File: src/rtl/e2h_pkg.sv
// -----------------------------------------------------------------------------
// e2h_pkg
// Shared definitions for the English->Hindi transliteration path:
//   - code width and the special codes (SPACE, INHERENT_A, HALANT, ERR_CODE)
//   - FSM state enum used by english_to_hindi_mapper
//   - the forward Hindi->English table and the inverse lookup derived from it
// The build macro E2H_HALANT_EN (see english_to_hindi_mapper) decides whether
// S_HALANT is ever entered; the enum keeps the encoding stable either way.
// -----------------------------------------------------------------------------
package e2h_pkg;

    localparam int CODE_W = 7;

    localparam logic [CODE_W-1:0] SPACE      = 7'b1111111;
    localparam logic [CODE_W-1:0] INHERENT_A = 7'b0000000;
    localparam logic [CODE_W-1:0] HALANT     = 7'b0110000;
    localparam logic [CODE_W-1:0] ERR_CODE   = 7'b1111110;

    typedef enum logic [1:0] {
        S_IDLE   = 2'd0,
        S_CONS   = 2'd1,
        S_HALANT = 2'd2
    } e2h_state_t;

    typedef struct packed {
        logic              hit;
        logic [CODE_W-1:0] code;
    } e2h_map_t;

    // Forward table, one entry per Hindi code: {hindi, english}.
    // This is the same source the Hindi->English stage is built from; the
    // reverse lookup below is derived from it rather than kept separately.
    localparam int MAP_N = 21;
    localparam logic [2*CODE_W-1:0] FWD_TABLE [MAP_N] = '{
        {7'b0000000, 7'b0000000},   // a (inherent)
        {7'b0000001, 7'b0010101},   // aa
        {7'b0000010, 7'b0010010},   // i
        {7'b0000011, 7'b0010011},   // ii
        {7'b0000100, 7'b0010110},   // u
        {7'b0000101, 7'b0010111},   // uu
        {7'b0000110, 7'b0011000},   // e
        {7'b0000111, 7'b0011001},   // ai
        {7'b1000000, 7'b1000111},   // ka
        {7'b1000001, 7'b1001000},   // kha
        {7'b1000010, 7'b1000100},   // ga
        {7'b1000011, 7'b1000101},   // gha
        {7'b1000100, 7'b1010011},   // ca
        {7'b1010000, 7'b1000010},   // dental da  (shares roman code with retroflex)
        {7'b1001100, 7'b1000010},   // retroflex da
        {7'b1010100, 7'b1010000},   // na
        {7'b1011000, 7'b1010101},   // pa
        {7'b1011100, 7'b1011001},   // ma
        {7'b1100000, 7'b1011101},   // ra
        {7'b1100101, 7'b1100010},   // sha (shares roman code with sa)
        {7'b1100100, 7'b1100010}    // sa
    };

    function automatic logic is_consonant(input logic [CODE_W-1:0] code);
        return code[CODE_W-1];
    endfunction

    // English -> Hindi. Where several Hindi codes share one English code the
    // lowest Hindi code wins, independent of table order.
    function automatic e2h_map_t e2h_lookup(input logic [CODE_W-1:0] en);
        e2h_map_t r;
        r.hit  = 1'b0;
        r.code = ERR_CODE;
        if (en == SPACE) begin
            r.hit  = 1'b1;
            r.code = SPACE;
        end else begin
            for (int i = 0; i < MAP_N; i++) begin
                if ((FWD_TABLE[i][CODE_W-1:0] == en) &&
                    (!r.hit || (FWD_TABLE[i][2*CODE_W-1:CODE_W] < r.code))) begin
                    r.hit  = 1'b1;
                    r.code = FWD_TABLE[i][2*CODE_W-1:CODE_W];
                end
            end
        end
        return r;
    endfunction

endpackage

File: src/rtl/e2h_fifo.sv
// -----------------------------------------------------------------------------
// e2h_fifo
// Synchronous FIFO with occupancy output.
//   clock, reset_n : clock, asynchronous active-low reset (pointers/level only)
//   wr_en, wr_data : write port (ignored when full unless a read frees a slot)
//   rd_en          : pop the head entry (ignored when empty)
//   rd_data        : current head entry (undefined when empty)
//   level          : number of stored entries, 0..DEPTH
// DEPTH must be a power of two so the pointers wrap naturally.
// -----------------------------------------------------------------------------
module e2h_fifo #(
    parameter int DEPTH = 4,
    parameter int WIDTH = 7
) (
    input  logic                     clock,
    input  logic                     reset_n,
    input  logic                     wr_en,
    input  logic [WIDTH-1:0]         wr_data,
    input  logic                     rd_en,
    output logic [WIDTH-1:0]         rd_data,
    output logic [$clog2(DEPTH):0]   level
);

    localparam int PTR_W = $clog2(DEPTH);
    localparam logic [PTR_W:0] FULL_LVL = (PTR_W+1)'(DEPTH);

    logic [WIDTH-1:0] mem_q [DEPTH];
    logic [PTR_W-1:0] wr_ptr_q, wr_ptr_d;
    logic [PTR_W-1:0] rd_ptr_q, rd_ptr_d;
    logic [PTR_W:0]   level_q, level_d;
    logic             do_wr, do_rd;

    always_comb begin
        do_rd    = rd_en && (level_q != '0);
        do_wr    = wr_en && ((level_q != FULL_LVL) || do_rd);
        wr_ptr_d = wr_ptr_q;
        rd_ptr_d = rd_ptr_q;
        level_d  = level_q;
        if (do_wr) begin
            wr_ptr_d = wr_ptr_q + PTR_W'(1);
        end
        if (do_rd) begin
            rd_ptr_d = rd_ptr_q + PTR_W'(1);
        end
        if (do_wr && !do_rd) begin
            level_d = level_q + (PTR_W+1)'(1);
        end else if (do_rd && !do_wr) begin
            level_d = level_q - (PTR_W+1)'(1);
        end
    end

    always_ff @(posedge clock or negedge reset_n) begin
        if (!reset_n) begin
            wr_ptr_q <= '0;
            rd_ptr_q <= '0;
            level_q  <= '0;
        end else begin
            wr_ptr_q <= wr_ptr_d;
            rd_ptr_q <= rd_ptr_d;
            level_q  <= level_d;
        end
    end

    // Storage is not reset: emptiness is tracked by level_q alone.
    always_ff @(posedge clock) begin
        if (do_wr) begin
            mem_q[wr_ptr_q] <= wr_data;
        end
    end

    assign rd_data = mem_q[rd_ptr_q];
    assign level   = level_q;

endmodule

File: src/rtl/english_to_hindi_mapper.sv
// -----------------------------------------------------------------------------
// english_to_hindi_mapper
// Streaming English(roman) -> Hindi code transliteration. Rebuilds conjuncts
// by inserting a halant between back-to-back consonants and drops the
// inherent "a" that follows a consonant. A small output FIFO absorbs the
// one-in/two-out expansion of a conjunct.
//
// Ports:
//   clock, reset_n        : clock, asynchronous active-low reset
//   in_valid/in_ready     : input handshake, in_code is the English code
//                           (bit6=1 consonant, bit6=0 vowel)
//   out_valid/out_ready   : output handshake, out_code is the Hindi code
//   fifo_level            : output FIFO occupancy
//   err                   : sticky flag, set by any unmapped input code
//
// Build option:
//   E2H_HALANT_EN defined   : consonant,consonant -> HALANT then consonant
//                             (two FIFO writes over two cycles via S_HALANT)
//   E2H_HALANT_EN undefined : consonant,consonant -> second consonant only
// -----------------------------------------------------------------------------
module english_to_hindi_mapper
    import e2h_pkg::*;
#(
    parameter int FIFO_DEPTH = 4
) (
    input  logic                        clock,
    input  logic                        reset_n,
    input  logic                        in_valid,
    output logic                        in_ready,
    input  logic [6:0]                  in_code,
    output logic                        out_valid,
    input  logic                        out_ready,
    output logic [6:0]                  out_code,
    output logic [$clog2(FIFO_DEPTH):0] fifo_level,
    output logic                        err
);

    localparam int LVL_W = $clog2(FIFO_DEPTH) + 1;
    localparam logic [LVL_W-1:0] DEPTH_LVL = LVL_W'(FIFO_DEPTH);

    e2h_state_t        state_q, state_d;
    logic              err_q, err_d;
    e2h_map_t          in_map;
    logic              in_fire, out_fire;
    logic              wr_en;
    logic [CODE_W-1:0] wr_data;
    logic [CODE_W-1:0] rd_data;
    logic [LVL_W-1:0]  free_cnt;
    logic              room_ok;
`ifdef E2H_HALANT_EN
    logic [CODE_W-1:0] hold_q, hold_d;
`endif

    assign in_map   = e2h_lookup(in_code);
    assign free_cnt = DEPTH_LVL - fifo_level;

`ifdef E2H_HALANT_EN
    // Two free slots are demanded in every state so a HALANT/consonant pair
    // can always complete even if downstream stalls right after acceptance.
    assign room_ok  = (free_cnt >= LVL_W'(2));
    assign in_ready = (state_q != S_HALANT) && room_ok;
`else
    assign room_ok  = (free_cnt >= LVL_W'(1));
    assign in_ready = room_ok;
`endif

    assign in_fire   = in_valid && in_ready;
    assign out_valid = (fifo_level != '0);
    assign out_fire  = out_valid && out_ready;
    // The FIFO storage is not reset, so the head is masked while empty.
    assign out_code  = out_valid ? rd_data : '0;
    assign err       = err_q;

    always_comb begin
        state_d = state_q;
        err_d   = err_q;
        wr_en   = 1'b0;
        wr_data = in_map.code;
`ifdef E2H_HALANT_EN
        hold_d  = hold_q;
`endif
        if (in_fire && !in_map.hit) begin
            err_d = 1'b1;
        end
        case (state_q)
            S_IDLE: begin
                if (in_fire) begin
                    wr_en = 1'b1;
                    // Unmapped consonant-class codes still open a consonant context.
                    if ((in_code != SPACE) && is_consonant(in_code)) begin
                        state_d = S_CONS;
                    end
                end
            end
            S_CONS: begin
                if (in_fire) begin
                    if (in_code == SPACE) begin
                        wr_en   = 1'b1;
                        state_d = S_IDLE;
                    end else if (is_consonant(in_code)) begin
`ifdef E2H_HALANT_EN
                        wr_en   = 1'b1;
                        wr_data = HALANT;
                        hold_d  = in_map.code;
                        state_d = S_HALANT;
`else
                        wr_en   = 1'b1;
                        state_d = S_CONS;
`endif
                    end else begin
                        // The inherent vowel is implicit after a consonant.
                        wr_en   = (in_code != INHERENT_A);
                        state_d = S_IDLE;
                    end
                end
            end
`ifdef E2H_HALANT_EN
            S_HALANT: begin
                wr_en   = 1'b1;
                wr_data = hold_q;
                state_d = S_CONS;
            end
`endif
            default: begin
                state_d = S_IDLE;
            end
        endcase
    end

    always_ff @(posedge clock or negedge reset_n) begin
        if (!reset_n) begin
            state_q <= S_IDLE;
            err_q   <= 1'b0;
        end else begin
            state_q <= state_d;
            err_q   <= err_d;
        end
    end

`ifdef E2H_HALANT_EN
    // Only meaningful in S_HALANT, which reset leaves, so no reset needed.
    always_ff @(posedge clock) begin
        hold_q <= hold_d;
    end
`endif

    e2h_fifo #(
        .DEPTH (FIFO_DEPTH),
        .WIDTH (CODE_W)
    ) u_fifo (
        .clock   (clock),
        .reset_n (reset_n),
        .wr_en   (wr_en),
        .wr_data (wr_data),
        .rd_en   (out_fire),
        .rd_data (rd_data),
        .level   (fifo_level)
    );

endmodule

File: config.mk
export PLATFORM = sky130hd
export DESIGN_NAME = english_to_hindi_mapper
export DESIGN_NICKNAME = d
export VERILOG_FILES = /design/src/rtl/e2h_pkg.sv /design/src/rtl/e2h_fifo.sv /design/src/rtl/english_to_hindi_mapper.sv
export SDC_FILE = /design/constraint.sdc
export NUM_CORES = 1
export LEC_CHECK = 0
export BUFFER_PORTS_ARGS = -buffer_cell sky130_fd_sc_hd__buf_2
export CELL_PAD_IN_SITES_DETAIL_PLACEMENT = 1
export CELL_PAD_IN_SITES_GLOBAL_PLACEMENT = 2
export CORE_MARGIN = 5
export CORE_UTILIZATION = 43
export DETAILED_ROUTE_END_ITERATION = 8
export PLACE_DENSITY_LB_ADDON = 0.05
export SLEW_MARGIN = 20
export SYNTH_ARGS = -nofsm -noshare
export SYNTH_HDL_FRONTEND = slang
export SYNTH_SLANG_ARGS = --single-unit
File: constraint.sdc
create_clock -name clock -period 6.1 [get_ports clock]
set_clock_uncertainty 0.15 [all_clocks]
set_input_delay 1.22 -clock clock [delete_from_list [all_inputs] [get_ports clock]]
set_output_delay 1.22 -clock clock [all_outputs]
set_load 0.01 [all_outputs]
# After elaboration in Yosys (flattened, before gate mapping)
# Memory sizes are Yosys's and may differ from the RTL's.
# Index checks and enable logic that the tools add are counted.
[totals]
elab_cells = 193
input_bits = 11
ff_bits = 10
mem_count = 1
ramBits = 28
[memory_table]
columns = ["name", "depth", "word_bits", "rd", "rd_clocked_by_memory_dff", "wr", "line_no", "rtl"]
rows = [
  ["u_fifo.mem_q", 4, 7, 1, 0, 1, "e2h_fifo.sv:27", "logic [WIDTH-1:0] mem_q [DEPTH];"],
]
[classes]
muxes = 58
n_lt_le_gt_ge = 21
addsub = 5
n_reduce_logical = 78
n_eq_ne = 25
[ops]
columns = ["operator", "count"]
rows = [
  ["8-bit two-way mux", 42],
  ["7-bit less-than comparator, first input constant", 13],
  ["7-bit equality test, first input constant", 11],
  ["5-bit by 7-bit equality test with 1-bit output, first input constant", 7],
  ["1-bit logical AND", 28],
  ["3-bit by 7-bit less-than comparator with 1-bit output, first input constant", 4],
  ["1-bit logical NOT", 23],
  ["1-bit logical OR", 21],
  ["2-bit by 7-bit less-than comparator with 1-bit output, first input constant", 2],
  ["1-bit two-way mux", 8],
  ["7-bit equality test, second input constant", 1],
  ["7-bit logical NOT", 1],
  ["1-bit by 7-bit less-than comparator with 1-bit output, first input constant", 1],
  ["7-bit two-way mux", 1],
  ["7-bit != test, second input constant", 1],
  ["7-bit nonzero test", 1],
  ["2-bit two-way mux", 3],
  ["3-bit two-way mux", 2],
  ["2-bit != test, second input constant", 3],
  ["2-bit by 1-bit adder with 2-bit output, second input constant", 2],
  ["2-bit one-hot mux with 2 select lines", 1],
  ["3-bit by 1-bit adder with 3-bit output, second input constant", 1],
  ["3-bit by 1-bit >= comparator with 1-bit output, second input constant", 1],
  ["3-bit != test, second input constant", 1],
  ["other kinds (8)", 8],
]

# Depth between registers and ports, before layout
# Gate-level depths: netlist (run 1).
[depth]
depth_word = 105
ltp_mapped = 12
mapped_depth_nobuf = 12

# By module
# A second synthesis (run 1) with hierarchy kept.
[unflattened]
hier_cells = 171
hier_area_um2 = 2097.0
[by_module_without_submodules]
columns = ["module", "seq_area_each_um2", "area_per_inst_um2", "instances", "cells_per_inst"]
rows = [
  ["e2h_fifo", 1016.0, 1430.1, 1, 70],
  ["english_to_hindi_mapper", 50.0, 666.9, 1, 101],
]

# Worst setup path after synthesis (run 1)
# Ideal clock, no wire load.
[synth_path]
kind = "input to register"
from = "input port in_code[1]"
to = "register u_fifo.level_q[1], in the netlist u_fifo.level[1]"
t_required_ns = 5.825
slack_ns = 3.044
n_path_buf = 1
arrival_time_ns = 2.781
path_stages = 7
cell_sequence = "buf_6 nor4_2 a221oi_4 ha_1 inv_1 fa_1 mux2_2"
[synth_rtl]
columns = ["element", "line_no", "rtl"]
rows = [
  ["start: declaration", "english_to_hindi_mapper.sv:30", "input logic [6:0] in_code,"],
  ["7-bit nonzero test", "english_to_hindi_mapper.sv:112", "wr_en = (in_code != INHERENT_A);"],
  ["1-bit two-way mux", "english_to_hindi_mapper.sv:100", "end else if (is_consonant(in_code)) begin"],
  ["1-bit two-way mux (*)", "english_to_hindi_mapper.sv:97", "if (in_code == SPACE) begin"],
  ["1-bit two-way mux (*)", "english_to_hindi_mapper.sv:96", "if (in_fire) begin"],
  ["1-bit one-hot mux with 2 select lines (*)", "english_to_hindi_mapper.sv:85", "case (state_q)"],
  ["1-bit logical AND (*)", "e2h_fifo.sv:35", "do_wr = wr_en && ((level_q != FULL_LVL) || do_rd);"],
  ["named net u_fifo.do_wr", "e2h_fifo.sv:31", "logic do_wr, do_rd;"],
  ["1-bit logical AND (*)", "e2h_fifo.sv:45", "if (do_wr && !do_rd) begin"],
  ["3-bit two-way mux (*)", "e2h_fifo.sv:45", ""],
  ["named net u_fifo.level_d[1]", "e2h_fifo.sv:30", "logic [PTR_W:0] level_q, level_d;"],
  ["end signal: assignment", "e2h_fifo.sv:60", "level_q <= level_d;"],
  ["end: declaration", "e2h_fifo.sv:30", ""],
]
# The timed path passes the listed nets; every way through them passes the cells marked *.
# A chain may end at the register's enable or synchronous reset.

# Final worst setup path (run 1)
[layout_path]
from = "register u_fifo.level_q[0], in the netlist u_fifo.level[0]"
to = "output port in_ready"
[layout_via]
elab_chain_len = 2
[layout_rtl]
columns = ["element", "line_no", "rtl"]
rows = [
  ["3-bit subtractor", "english_to_hindi_mapper.sv:55", "assign free_cnt = DEPTH_LVL - fifo_level;"],
  ["3-bit by 1-bit >= comparator with 1-bit output", "english_to_hindi_mapper.sv:63", "assign room_ok = (free_cnt >= LVL_W'(1));"],
  ["end: declaration", "english_to_hindi_mapper.sv:29", "output logic in_ready,"],
]
# Every way passes these cells.

==> run summary, run 1 <==
Status -> finished, final reports clean
Worst Path Buf+Inv -> 2
Cell Chain, Critical Path -> inv_1 > ha_1 > ha_1 > or4b_4 > buf_2
Clock-pin transition on the worst setup and hold timing paths -> 0.08 ns
Initial Util -> 43.8%
Worst setup margin -> 2.73 ns
CP Data Arrival Time -> 2.00 ns
Vias per cell -> 5.48
Maximum VDD drop -> 0.218 mV
Full die area -> 6670 µm²
Worst reg-to-reg setup slack -> 2.92 ns
CP Data Required Time -> 4.73 ns
Post-DP Area -> 2320 µm²
Post-CTS Hold Buffers -> 0
Final hold slack -> 0.351 ns
Grt ovf -> 0
Top cell by count, worst path -> ha_1
Hold path startpoint -> err
GPL Wtd Cong -> 0.821
ANT nets after route -> 0
Static Leak -> 0.895 nW
Most frequent cells in the layout -> edfxtp_1, buf_2, inv_1
Diodes inserted -> 0
Worst Hold Depth -> 2
Max Freq -> 0.297 GHz
Yosys reg bits -> 37
Total Power -> 0.957 mW
First-pass GRT wire length -> 7710 µm
Syn Area/Cell -> 12.8 µm²
Area of the core -> 5040 µm²
Minimum clock period -> 3.37 ns
Post-Synthesis Cell Area -> 2210 µm²
Total GRT Usage -> 15.4%
Initial DRC count -> 47
Die H -> 81.7 µm
Reg2reg start -> u_fifo.level[0]
Chip width -> 81.7 µm
CTS Buf Count -> 5
Sequential area share after synthesis -> 48.3%
Slowest CP cell -> or4b_4
Cell taking the most area after synthesis -> edfxtp_1
Least-Margin Pin Slew -> 0.857 ns
Fin nets -> 211
Worst slew margin -> 42.2%
CTS root buffer -> clkbuf_8
Final wirelength -> 4650 µm
Worst Setup End Kind -> output port
Commonest non-fill, non-tap cell in the layout -> edfxtp_1
Critical Path Start -> u_fifo.level[0]
Clock Latency Late Sink -> 0.28 ns
Post-CTS sizing -> 0
Slowest Stage Delay on Critical Path -> 0.50 ns
DR DRC count -> 0
Initial antenna violation count -> 0
Synth-to-layout area growth -> 8.90%
Crit path max-delay family -> adder cells
Wire per inst -> 17.8 µm
Hold Path Sink -> err
Mapped Nets -> 194
DP HPWL -> 3480 µm
# setup viols final -> 0
Fillcell total -> 543
Final period utilization -> 55.3%
CTS tree -> built
Pre-CTS setup slack -> 2.68 ns
Worst setup SP type -> flip-flop
Main synth FF type -> edfxtp_1
H-tree depth -> 2
Final slew viol count -> 0
Final instance area -> 2400 µm²
Critical register-to-register path endpoint -> u_fifo.level[2]
Layout cells sized above 1 -> 29.8%
Vias in the first global route -> 1516
Crit path max fanout -> 6
Worst Reg-to-Reg Cells -> 12
Clock Path Buffers -> 2
# rows -> 26
Buffer count from post-CTS setup fixing -> 0
PwrDens -> 398 nW/µm²
1st-pass router iterations -> 4
Top cells by area, synth -> edfxtp_1, dfrtp_1, mux4_2
Async S/R FF share, synth -> 24.3%
EDFF count, synth -> 28
Worst Hold Class -> flip-flop to flip-flop
Final setup TNS -> 0 ns
Warnings, synthesis -> 0
Port buffer count -> 23
# IOs -> 24
Fin. Hold Viols -> 0
Crit Path Class -> flip-flop to output port
Via count -> 1430
Synth top area share -> 38.1%
Max_cap viols -> 0
Synth cell types -> 57
Pin count of the biggest net entering global routing -> 20
RSZ-0062 raised after global routing -> no
Clock Sinks -> 37
Post-Syn Instances -> 173
[per-layer routing]
layer  GRT usage [%]  vias to the layer above  wire [µm]
met5               0                        -          0
li1                -                      676          -
met4            3.99                        0         39
met3            2.74                        4        172
met1            20.2                      721       2060
met2            26.2                       29       2390
[layout make-up]
cell class	count	area [µm²]	share of cell area [%]
Inverter	12	45.0	1.87
Tap cell	70	87.6	3.64
Multi-Input combinational cell	111	1000	41.8
Clock inverter	3	17.5	0.728
Sequential cell	37	1070	44.3
Clock buffer	5	68.8	2.86
Timing Repair Buffer	23	115	4.79
[cell usage after synthesis (all sizes together), types with 2 or more instances]
| master | number |
|---|---|
| a21oi | 6 |
| a22oi | 2 |
| and2 | 14 |
| buf | 12 |
| dfrtp | 9 |
| edfxtp | 28 |
| ha | 9 |
| inv | 11 |
| mux2 | 2 |
| mux4 | 7 |
| nand2 | 4 |
| nand2b | 3 |
| nand3 | 8 |
| nor2 | 5 |
| nor2b | 3 |
| nor3 | 7 |
| nor3b | 3 |
| nor4 | 2 |
| o2111ai | 2 |
| or3 | 2 |
| or4b | 2 |
| xnor2 | 6 |
[flip-flops by register name, indices dropped and copies added, names as in the netlist]
name             count
err                  1
state_q              1
u_fifo.level         3
u_fifo.mem_q        28
u_fifo.rd_ptr_q      2
u_fifo.wr_ptr_q      2
[where the power goes]
group          switching (mW)  total, mW  internal (mW)
combinational           0.192      0.392          0.200
sequential             0.0569      0.401          0.344
clock                  0.0844      0.163         0.0788
[logic make-up after synthesis]
family	synth area share, %
AND/OR/NAND/NOR	18.2
flip-flops	48.3
buffers and inverters	6.23
AO/OA/AOI/OAI	9.69
multiplexers	8.78
adder cells (fa/ha/maj)	6.01
XOR/XNOR	2.78
[tightest hold or removal path, cell delays in order (launching register included)]
cell,delay [ns]
dfrtp_1,0.37
inv_1,0.06
o41ai_2,0.04
[how the worst max path moves through the flow]
stage / to / depth (start not counted) / slack [ns]
after global routing: in_ready / 5 / 2.62
after floorplan: u_fifo.level[1] / 7 / 3.04
after detailed placement: u_fifo.level[2] / 9 / 2.68
final: in_ready / 5 / 2.73
after CTS: in_ready / 5 / 2.71
after global placement: u_fifo.level[2] / 9 / 2.80
[metrics by stage]
step	cells	utilization, %
floorplan	173	-
global placement	253	46.0
detailed placement	253	46.0
CTS	261	47.7
global route	261	47.7
finish	261	47.7
(Power assumes the default switching activity.)
==> run 2: changes to the inputs <==
- CORE_UTILIZATION: 43 -> 36
- clock period: 6.1 -> 3.1 ns (I/O delays scaled with it)
==> run 2 against run 1 <==
Net effect:
- die area up 17%
- cell area increased by 4.8%
- clock power increased to 2.7 times the previous value
- critical path type is now flip-flop to flip-flop
- critical endpoint is now u_fifo.level[1]
==> run summary, run 2 (synthesis gave the netlist of run 1 again) <==
CTS tree -> built (unchanged)
Worst setup SP type -> flip-flop (unchanged)
Max_cap viols -> 0 (unchanged)
Commonest non-fill, non-tap cell in the layout -> edfxtp_1 (unchanged)
Final slew viol count -> 0 (unchanged)
Crit Path Class -> flip-flop to flip-flop (was flip-flop to output port)
First-pass GRT wire length -> 8070 µm (was 7710 µm)
Initial antenna violation count -> 0 (unchanged)
CP Data Required Time -> 3.12 ns (was 4.73 ns)
ANT nets after route -> 0 (unchanged)
Final setup TNS -> 0 ns (unchanged)
Wire per inst -> 17.8 µm (about the same)
Status -> finished, final reports clean (unchanged)
Clock Latency Late Sink -> 0.28 ns (about the same)
Clock-pin transition on the worst setup and hold timing paths -> 0.07 ns (was 0.08 ns)
Worst reg-to-reg setup slack -> 0.23 ns (was 2.92 ns)
Crit path max fanout -> 5 (was 6)
Post-CTS Hold Buffers -> 0 (unchanged)
RSZ-0062 raised after global routing -> no (unchanged)
Largest Register -> u_fifo.mem_q (unchanged)
Worst Reg-to-Reg Cells -> 10 (was 12)
Vias per cell -> 5.21 (was 5.48)
Layout cells sized above 1 -> 33.3% (was 29.8%)
Maximum VDD drop -> 0.462 mV (was 0.218 mV)
DR DRC count -> 0 (unchanged)
CP Data Arrival Time -> 2.90 ns (was 2.00 ns)
Fillcell total -> 648 (was 543)
# setup viols final -> 0 (unchanged)
Synth-to-layout area growth -> 14.1% (was 8.90%)
Least-Margin Pin Slew -> 0.529 ns (was 0.857 ns)
CTS root buffer -> clkbuf_8 (unchanged)
# rows -> 28 (was 26)
Worst Hold Class -> primary input to asynchronous set/reset pin (was flip-flop to flip-flop)
GPL Wtd Cong -> 0.738 (was 0.821)
Full die area -> 7800 µm² (was 6670 µm²)
Via count -> 1437 (was 1430)
Multi-input gate area -> 1000 µm² (unchanged)
Pin count of the biggest net entering global routing -> 19 (was 20)
Minimum clock period -> 2.87 ns
Critical register-to-register path endpoint -> u_fifo.level[1] (was u_fifo.level[2])
Total GRT Usage -> 13.8% (was 15.4%)
Final wirelength -> 4900 µm (was 4650 µm)
Initial DRC count -> 47 (unchanged)
PwrDens -> 808 nW/µm² (was 398 nW/µm²)
Register Area -> 1070 µm² (unchanged)
Area of the core -> 5960 µm² (was 5040 µm²)
Reg2reg start -> u_fifo.level[1] (was u_fifo.level[0])
1st-pass router iterations -> 4 (unchanged)
Initial Util -> 37.1% (was 43.8%)
Final instance area -> 2520 µm² (was 2400 µm²)
Clock Sinks -> 37 (unchanged)
DP HPWL -> 3700 µm (was 3480 µm)
Final period utilization -> 92.6%
Diodes inserted -> 0 (unchanged)
Clock Path Buffers -> 2 (unchanged)
Fin. Hold Viols -> 0 (unchanged)
Post-DP Area -> 2390 µm² (was 2320 µm²)
Fin nets -> 221 (was 211)
H-tree depth -> 2 (unchanged)
Worst Setup End Kind -> flip-flop (was output port)
Static Leak -> 0.957 nW (was 0.895 nW)
Max reg flops -> 28 (unchanged)
Worst slew margin -> 63.8% (was 42.2%)
Port buffer count -> 23 (unchanged)
Die H -> 88.3 µm (was 81.7 µm)
Max Freq -> 0.348 GHz
# IOs -> 24 (unchanged)
Post-CTS sizing -> 0 (unchanged)
CTS Buf Count -> 5 (unchanged)
Chip width -> 88.3 µm (was 81.7 µm)
Critical Path Start -> u_fifo.level[1] (was u_fifo.level[0])
Crit path capture -> u_fifo.level[1] (was in_ready)
Most frequent cells in the layout -> edfxtp_1, buf_2, inv_1 (unchanged)
Vias in the first global route -> 1517 (was 1516)
Grt ovf -> 0 (unchanged)
## run 2: routing by layer
metal | share of wire, % | up-vias | track usage (%)
met5 | 0 | - | 0
met4 | 1.3 | 0 | 4.12
met3 | 2.9 | 5 | 2.61
met2 | 50 | 28 | 22.8
met1 | 46 | 710 | 18.5
li1 | - | 694 | -
## run 2: report_power, final
| group | switching [mW] | leakage, nW | internal, mW |
|---|---|---|---|
| clock | 0.174 | 0.0574 | 0.262 |
| sequential | 0.108 | 0.350 | 0.677 |
| combinational | 0.395 | 0.549 | 0.420 |
## run 2: how the worst min path moves through the flow
stage / slack (ns) / to / cells past startpoint
finish: 0.03 / u_fifo.rd_ptr_q[1] / 1
detailed placement: 0.33 / state_q[0] / 2
floorplan: 0.17 / err / 0
CTS: 0.03 / u_fifo.level[2] / 1
global route: 0.03 / u_fifo.rd_ptr_q[1] / 1
global placement: 0.32 / state_q[0] / 2
## run 2: per-stage QoR
stage                     total power, mW  util (%)  hold slack [ns]  setup slack [ns]  std cells
after floorplan                      1.35         -            0.174             0.227        173
after global placement               1.59      40.2            0.324             0.287        267
after detailed placement             1.63      40.2            0.328             0.109        267
after CTS                            2.07      42.2           0.0302            0.0681        275
after global routing                 2.19      42.3           0.0344             0.109        276
final                                2.04      42.3           0.0298             0.228        276
## run 2: worst max-delay path: stages, from the launching register on
cell and delay, ns:
dfrtp_1 0.45, inv_1 0.07, ha_1 0.20, ha_1 0.27, or4b_4 0.48, nand2_4 0.10, a221oi_4 0.04, ha_1 0.23
inv_1 0.09, fa_1 0.41, mux2_2 0.26
## run 2: area by class of cell
| cell class | count | area share, % |
|---|---|---|
| flip-flops and latches | 37 | 42.3 |
| multi-input cells | 111 | 39.9 |
| repair buffers | 33 | 7.55 |
| well taps | 75 | 3.72 |
| clock buffers | 6 | 3.28 |
| inverters | 12 | 1.79 |
| clock inverters | 2 | 1.49 |
## run 2: what timing repair did
action,CTS,global route
setup buffers,0,1
endpoints found under the hold margin,0,0
endpoints found under the setup margin,0,1
